`config.mk`:
```
export PLATFORM = sky130hd
export DESIGN_NAME = bitwise_logic_unit
export DESIGN_NICKNAME = d
export VERILOG_FILES = /design/src/rtl/bitwise_logic_pkg.sv /design/src/rtl/blu_stage.sv /design/src/rtl/bitwise_logic_unit.sv
export SDC_FILE = /design/constraint.sdc
export NUM_CORES = 1
export LEC_CHECK = 0
export ABC_AREA = 0
export CELL_PAD_IN_SITES_DETAIL_PLACEMENT = 1
export CELL_PAD_IN_SITES_GLOBAL_PLACEMENT = 1
export CORE_UTILIZATION = 40
export DETAILED_ROUTE_END_ITERATION = 16
export PLACE_DENSITY = 0.83
export SYNTH_ARGS = -nofsm -noshare
export SYNTH_HDL_FRONTEND = slang
export SYNTH_SLANG_ARGS = --single-unit
```
`constraint.sdc`:
```
create_clock -name clk -period 1.6 [get_ports clk]
set_input_delay 0.24 -clock clk [delete_from_list [all_inputs] [get_ports clk]]
set_output_delay 0.24 -clock clk [all_outputs]
set_load 0.02 [all_outputs]
```
`src/rtl/bitwise_logic_pkg.sv`:
```
// Shared definitions for the bitwise logic unit: op encoding, legal
// parameter ranges and the single-bit evaluation function.
package bitwise_logic_pkg;

  typedef enum logic [2:0] {
    OP_AND    = 3'd0,
    OP_OR     = 3'd1,
    OP_XOR    = 3'd2,
    OP_NOR    = 3'd3,
    OP_ANDN   = 3'd4,
    OP_NOT_A  = 3'd5,
    OP_PASS_A = 3'd6,
    OP_PASS_B = 3'd7
  } op_e;

  localparam int STAGES_MIN    = 1;
  localparam int STAGES_MAX    = 4;
  localparam int DATA_SIZE_MIN = 1;
  localparam int DATA_SIZE_MAX = 64;

  // One result bit depends only on the matching operand bits and op.
  function automatic logic blu_bit(input op_e op, input logic a, input logic b);
    logic r;
    case (op)
      OP_AND:    r = a & b;
      OP_OR:     r = a | b;
      OP_XOR:    r = a ^ b;
      OP_NOR:    r = ~(a | b);
      OP_ANDN:   r = a & ~b;
      OP_NOT_A:  r = ~a;
      OP_PASS_A: r = a;
      OP_PASS_B: r = b;
      default:   r = 1'b0;
    endcase
    return r;
  endfunction

endpackage

```
`src/rtl/blu_stage.sv`:
```
// One pipeline register: valid bit plus payload (result, and flags when
// enabled). Loads from upstream when told to advance, otherwise holds.
module blu_stage
  import bitwise_logic_pkg::*;
#(
  parameter int W = 64
) (
  input  logic         clk,
  input  logic         reset_n,
  input  logic         adv,
  input  logic         in_vld,
  input  logic [W-1:0] in_data,
  output logic         vld,
  output logic [W-1:0] data
);

  logic         vld_d, vld_q;
  logic [W-1:0] data_d, data_q;

  // Next state: take upstream on advance; payload only moves with a valid
  // entry so bubbles do not toggle the data register.
  always_comb begin
    vld_d  = vld_q;
    data_d = data_q;
    if (adv) begin
      vld_d = in_vld;
      if (in_vld) data_d = in_data;
    end
  end

  // State register, cleared asynchronously so nothing stale survives reset.
  always_ff @(posedge clk or negedge reset_n) begin
    if (!reset_n) begin
      vld_q  <= 1'b0;
      data_q <= '0;
    end else begin
      vld_q  <= vld_d;
      data_q <= data_d;
    end
  end

  assign vld  = vld_q;
  assign data = data_q;

endmodule

```
`src/rtl/bitwise_logic_unit.sv`:
```
// Pipelined bitwise logic unit with valid/ready handshake on both sides.
// The op is evaluated combinationally up front; STAGES blu_stage registers
// carry the result (and flags) with per-stage bubble-collapsing advance.
// Optional feature macro: BITWISE_LOGIC_FLAGS_EN enables zero/negative flags;
// without it both flags are tied low and no flag registers exist.
module bitwise_logic_unit
  import bitwise_logic_pkg::*;
#(
  parameter int DATA_SIZE = 64,
  parameter int STAGES    = 2
) (
  input  logic                 clk,
  input  logic                 reset_n,
  input  logic                 in_valid,
  output logic                 in_ready,
  input  logic [2:0]           op,
  input  logic [DATA_SIZE-1:0] a,
  input  logic [DATA_SIZE-1:0] b,
  output logic                 out_valid,
  input  logic                 out_ready,
  output logic [DATA_SIZE-1:0] result,
  output logic                 zero,
  output logic                 negative
);

`ifdef BITWISE_LOGIC_FLAGS_EN
  localparam int FLAG_W = 2;
`else
  localparam int FLAG_W = 0;
`endif
  localparam int PW = DATA_SIZE + FLAG_W;

  if (STAGES < STAGES_MIN || STAGES > STAGES_MAX) begin : g_bad_stages
    $error("bitwise_logic_unit: STAGES out of range");
  end
  if (DATA_SIZE < DATA_SIZE_MIN || DATA_SIZE > DATA_SIZE_MAX) begin : g_bad_width
    $error("bitwise_logic_unit: DATA_SIZE out of range");
  end

  logic [DATA_SIZE-1:0]     res_c;
  logic [STAGES:0]          vld_pipe;
  logic [STAGES:0][PW-1:0]  pay;
  logic [STAGES-1:0]        adv;
  logic                     ready_en_d, ready_en_q;

  // Per-bit evaluation; bit i sees only a[i], b[i] and op.
  for (genvar i = 0; i < DATA_SIZE; i++) begin : g_bit
    assign res_c[i] = blu_bit(op_e'(op), a[i], b[i]);
  end

`ifdef BITWISE_LOGIC_FLAGS_EN
  assign pay[0]   = {res_c[DATA_SIZE-1], ~|res_c, res_c};
  assign zero     = pay[STAGES][DATA_SIZE];
  assign negative = pay[STAGES][DATA_SIZE+1];
`else
  assign pay[0]   = res_c;
  assign zero     = 1'b0;
  assign negative = 1'b0;
`endif

  // Advance chain from the output backwards: a stage moves when it is empty
  // or everything downstream of it moves. Only out_ready enters combinationally.
  always_comb begin
    logic a_l;
    adv = '0;
    a_l = ~vld_pipe[STAGES] | out_ready;
    adv[STAGES-1] = a_l;
    for (int k = STAGES - 2; k >= 0; k--) begin
      a_l    = ~vld_pipe[k+1] | a_l;
      adv[k] = a_l;
    end
  end

  // Ready gate comes up on the first edge after reset release.
  always_comb begin
    ready_en_d = 1'b1;
  end

  // Ready-gate register, held low throughout reset.
  always_ff @(posedge clk or negedge reset_n) begin
    if (!reset_n) ready_en_q <= 1'b0;
    else          ready_en_q <= ready_en_d;
  end

  assign in_ready    = ready_en_q & adv[0];
  assign vld_pipe[0] = in_valid & in_ready;

  for (genvar k = 0; k < STAGES; k++) begin : g_stage
    blu_stage #(.W(PW)) u_stage (
      .clk     (clk),
      .reset_n (reset_n),
      .adv     (adv[k]),
      .in_vld  (vld_pipe[k]),
      .in_data (pay[k]),
      .vld     (vld_pipe[k+1]),
      .data    (pay[k+1])
    );
  end

  assign out_valid = vld_pipe[STAGES];
  assign result    = pay[STAGES][DATA_SIZE-1:0];

endmodule

```
==> summary.md, run 1 <==
| Metric | Value |
|---|---|
| Worst VDD drop | 0.564 mV |
| Clk pwr share | 29.5% |
| Initial Util | ~41% |
| Max Freq | 638 MHz |
| Tmin final | about 1.6 ns |
| CTS tree | done |
| First-pass GRT wire length | 58.5 mm |
| Core Area | about 25000 µm² |
| R2r worst-path depth | 6 |
| DP Area | about 14000 µm² |
| Crit path arrival time | 1.91 ns |
| Max_cap viols | 0 |
| Die Wd | 162 µm |
| CP Launch Type | register |
| Synth unique cells | 57 |
| Hold WC Path Type | input port to register |
| Yosys reg bits | 131 |
| Maximum fanout along the worst path | 11 |
| Int Pwr | 9.17 mW |
| Seq. cell area | 3280 µm² |
| Pwr per Cell Area | 962 nW/µm² |
| Reg2reg end | g_stage[0].u_stage.data[5] |
| CP Class | register to register |
| Ratio of cells with drive above 1 in the final layout | 22.6% |
| Clock buffer depth | 2 |
| Wirelength, routed | 36.9 mm |
| Mapped Avg Cell Area | 8.84 µm² |
| Final Max Tran Viols | 0 |
| IO Count | between 200 and 250 |
| Multi-input combinational cell area | 5930 µm² |
| Via Count | 10334 |
| Ys flop type | dfrtp_1 |
| Vias in the first global route | 11359 |
| Post-synth top area share | 32.1% |
| # rows | 58 |
| WL/cell | about 20 µm |
| Routability congestion estimate | 0.817 |
| Clk slew on worst S/H paths | 0.06 ns |
| Overflow after GRT | 0 |
| Comb power frac | 36.8% |
| Crit. End Element | register |
| Switching pwr | 4.89 mW |
| Die Span Y | 162 µm |
| Critical path endpoint | g_stage[0].u_stage.data[5] |
| Switching share of power | 34.8% |
| Area Overhead vs Synth | 42.9% |
| Status | completed |
| Least-Margin Pin Slew | 0.561 ns |
| Synth top area cells | dfrtp_1, mux2_2, ha_1 |
| Worst Setup SP | g_stage[1].u_stage.vld |
| Cells after synthesis | between 1000 and 1500 |
| Reg2Reg Setup Slack | 0.03 ns |
| Ant diodes | 0 |
| Leak pwr | 6.61 nW |
| Gr usage total | between 20% and 30% |
| Num CTS Buffers | 17 |
| Leading area contributor after synthesis | dfrtp_1 |
| Final Setup Violations | 0 |
| Post-synth EDFFs | 0 |
| Root buffer cell | clkbuf_16 |
| Clock Skew | 0.0103 ns |
| Die area | 26200 µm² |
| CTS H-tree depth | 4 |
| RR Startpoint | g_stage[1].u_stage.vld |
| DR pass1 iterations | 4 |
| RSZ-0062 raised after global routing | true |
| Hold path startpoint | op[2] |
| Final #Nets | 1685 |
| Design area | 14600 µm² |
| Placed Cells | 1787 |
| Top cells by count, synth | dfrtp_1, inv_1, nor2_1 |
| Layout fillers | 2928 |
| Dpl hpwl | 26.1 mm |
| Register area share after synthesis | about 32% |
| Initial antenna violation count | 0 |
| Worst-Skew Late Latency | 0.43 ns |
| Remaining antenna violation count | 0 |
| Fin. Hold Viols | 0 |
| Port Buffers | 200 |
| Flop pwr share | about 34% |
| Non-filler cells, final | roughly 1800 |
| CP required | 1.94 ns |
| Largest net degree at the start of global routing | 62 |
| Final period utilization | between 90% and 100% |
| Ys async rst share | 100% |
| Cell Area, Synth | 10200 µm² |
| Clock sink total | 131 |
| Residual DRC count | 0 |
| Top-count cell post-synth | dfrtp_1 |
| Routed vias/inst | 5.65 |
| Initial detailed-routing violation count | approximately 500 |
| Slew headroom | a little over three fifths |
| Synth Warn # | 0 |
==> worst min-delay path by stage <==
stage | endpoint | slack [ns] | cells past startpoint
global placement | g_stage[1].u_stage.data[33] | 0.19 | 1
global route | g_stage[0].u_stage.data[1] | 0.30 | 3
detailed placement | g_stage[0].u_stage.data[33] | 0.19 | 1
finish | g_stage[0].u_stage.data[1] | 0.29 | 3
CTS | g_stage[0].u_stage.data[10] | 0.28 | 3
floorplan | g_stage[0].u_stage.data[0] | -0.06 | 0
==> metrics by stage <==
step	hold slack (ns)	total power, mW	setup TNS, ns	setup slack, ns	util (%)
2_1_floorplan	-0.0556	7.44	0	0.0633	-
3_3_place_gp	0.193	10.0	-20.04	-0.409	55.2
3_5_place_dp	0.192	10.3	-24.12	-0.443	55.2
4_1_cts	0.277	14.1	-0.0108	-0.0108	57.3
5_1_grt	0.303	14.8	-0.141	-0.0238	58.2
6_report	0.289	14.1	0	0.0320	58.2
==> sequential cells by signal, indices dropped and copies added (netlist names) <==
| signal | flops |
|---|---|
| g_stage.u_stage.data | 128 |
| g_stage.u_stage.vld | 2 |
| ready_en_q | 1 |
==> kinds of logic (layout without fill, tap and decap cells) <==
| logic type | Yosys count | count (layout) | share of synthesized area (%) |
|---|---|---|---|
| other | 2 | 3 | 0.0734 |
| xor gates and xnor gates | 39 | 39 | 3.34 |
| DFF | 131 | 131 | 32.1 |
| AOI/OAI and AO/OA | 330 | 330 | 21.8 |
| buffers and inverters | 224 | 566 | 10.5 |
| muxes | 112 | 112 | 12.4 |
| adders and majority gates | 64 | 64 | 7.83 |
| and+or+nand+nor | 254 | 254 | 12.1 |
==> cells in the final DEF, fill, tap and decap left out, types with 37 or more instances in the layout <==
master,instances
buf_4,168
dfrtp_1,131
inv_1,130
clkdlybuf4s50_1,130
nor2_1,82
mux2_2,72
dlygate4sd2_1,65
ha_1,64
a21oi_1,62
nand2_1,58
o21ai_0,39
nand2b_1,37
==> power by group through the flow <==
stage,combinational (mW),sequential (mW),clock (mW)
after CTS,5.12,4.74,4.20
after global routing,5.59,4.85,4.34
after detailed placement,5.49,4.81,0
after global placement,5.25,4.76,0
after floorplan,2.03,5.41,0
final,5.18,4.74,4.14
==> metal layers <==
metal | vias up | track usage [%] | routed length [µm]
met5 | - | 0 | 0
met3 | 69 | 4.72 | 1670
met1 | 5205 | 32.6 | 15000
li1 | 4791 | - | -
met2 | 269 | 51.5 | 19300
met4 | 0 | 10.5 | 850
==> critical path, cell delays in order (launching register included) <==
cell	delay (ns)
dfrtp_1	0.39
nand3b_1	0.16
and3_4	0.37
buf_12	0.19
buf_12	0.14
nor2_4	0.04
a31oi_2	0.18
==> cell type report <==
class,count,share of cell area [%]
clock buffer,18,2.94
clock inverter,14,1.22
inverter,132,3.39
multi-input combinational,802,40.6
sequential,131,22.4
tap,330,2.83
timing repair buffer,402,26.6
==> repair_timing <==
item / 4_1_cts / 5_1_grt
resized for setup: 71 / 11
gates cloned: 0 / 4
setup buffers: 0 / 6
setup endpoints to repair: 77 / 8
pin swaps: 0 / 3
hold buffers: 1 / 0
hold endpoints to repair: 36 / 0
No activity file was read; power rests on OpenSTA's default activity.
==> inputs of run 2 (changes only) <==
--- a/config.mk
+++ b/config.mk
@@ -11,6 +11,7 @@
 export CORE_UTILIZATION = 40
 export DETAILED_ROUTE_END_ITERATION = 16
 export PLACE_DENSITY = 0.83
+export SLEW_MARGIN = 20
 export SYNTH_ARGS = -nofsm -noshare
 export SYNTH_HDL_FRONTEND = slang
 export SYNTH_SLANG_ARGS = --single-unit
==> results of run 2 <==
No change in the layout: final DEF, timing and power equal those of run 1.
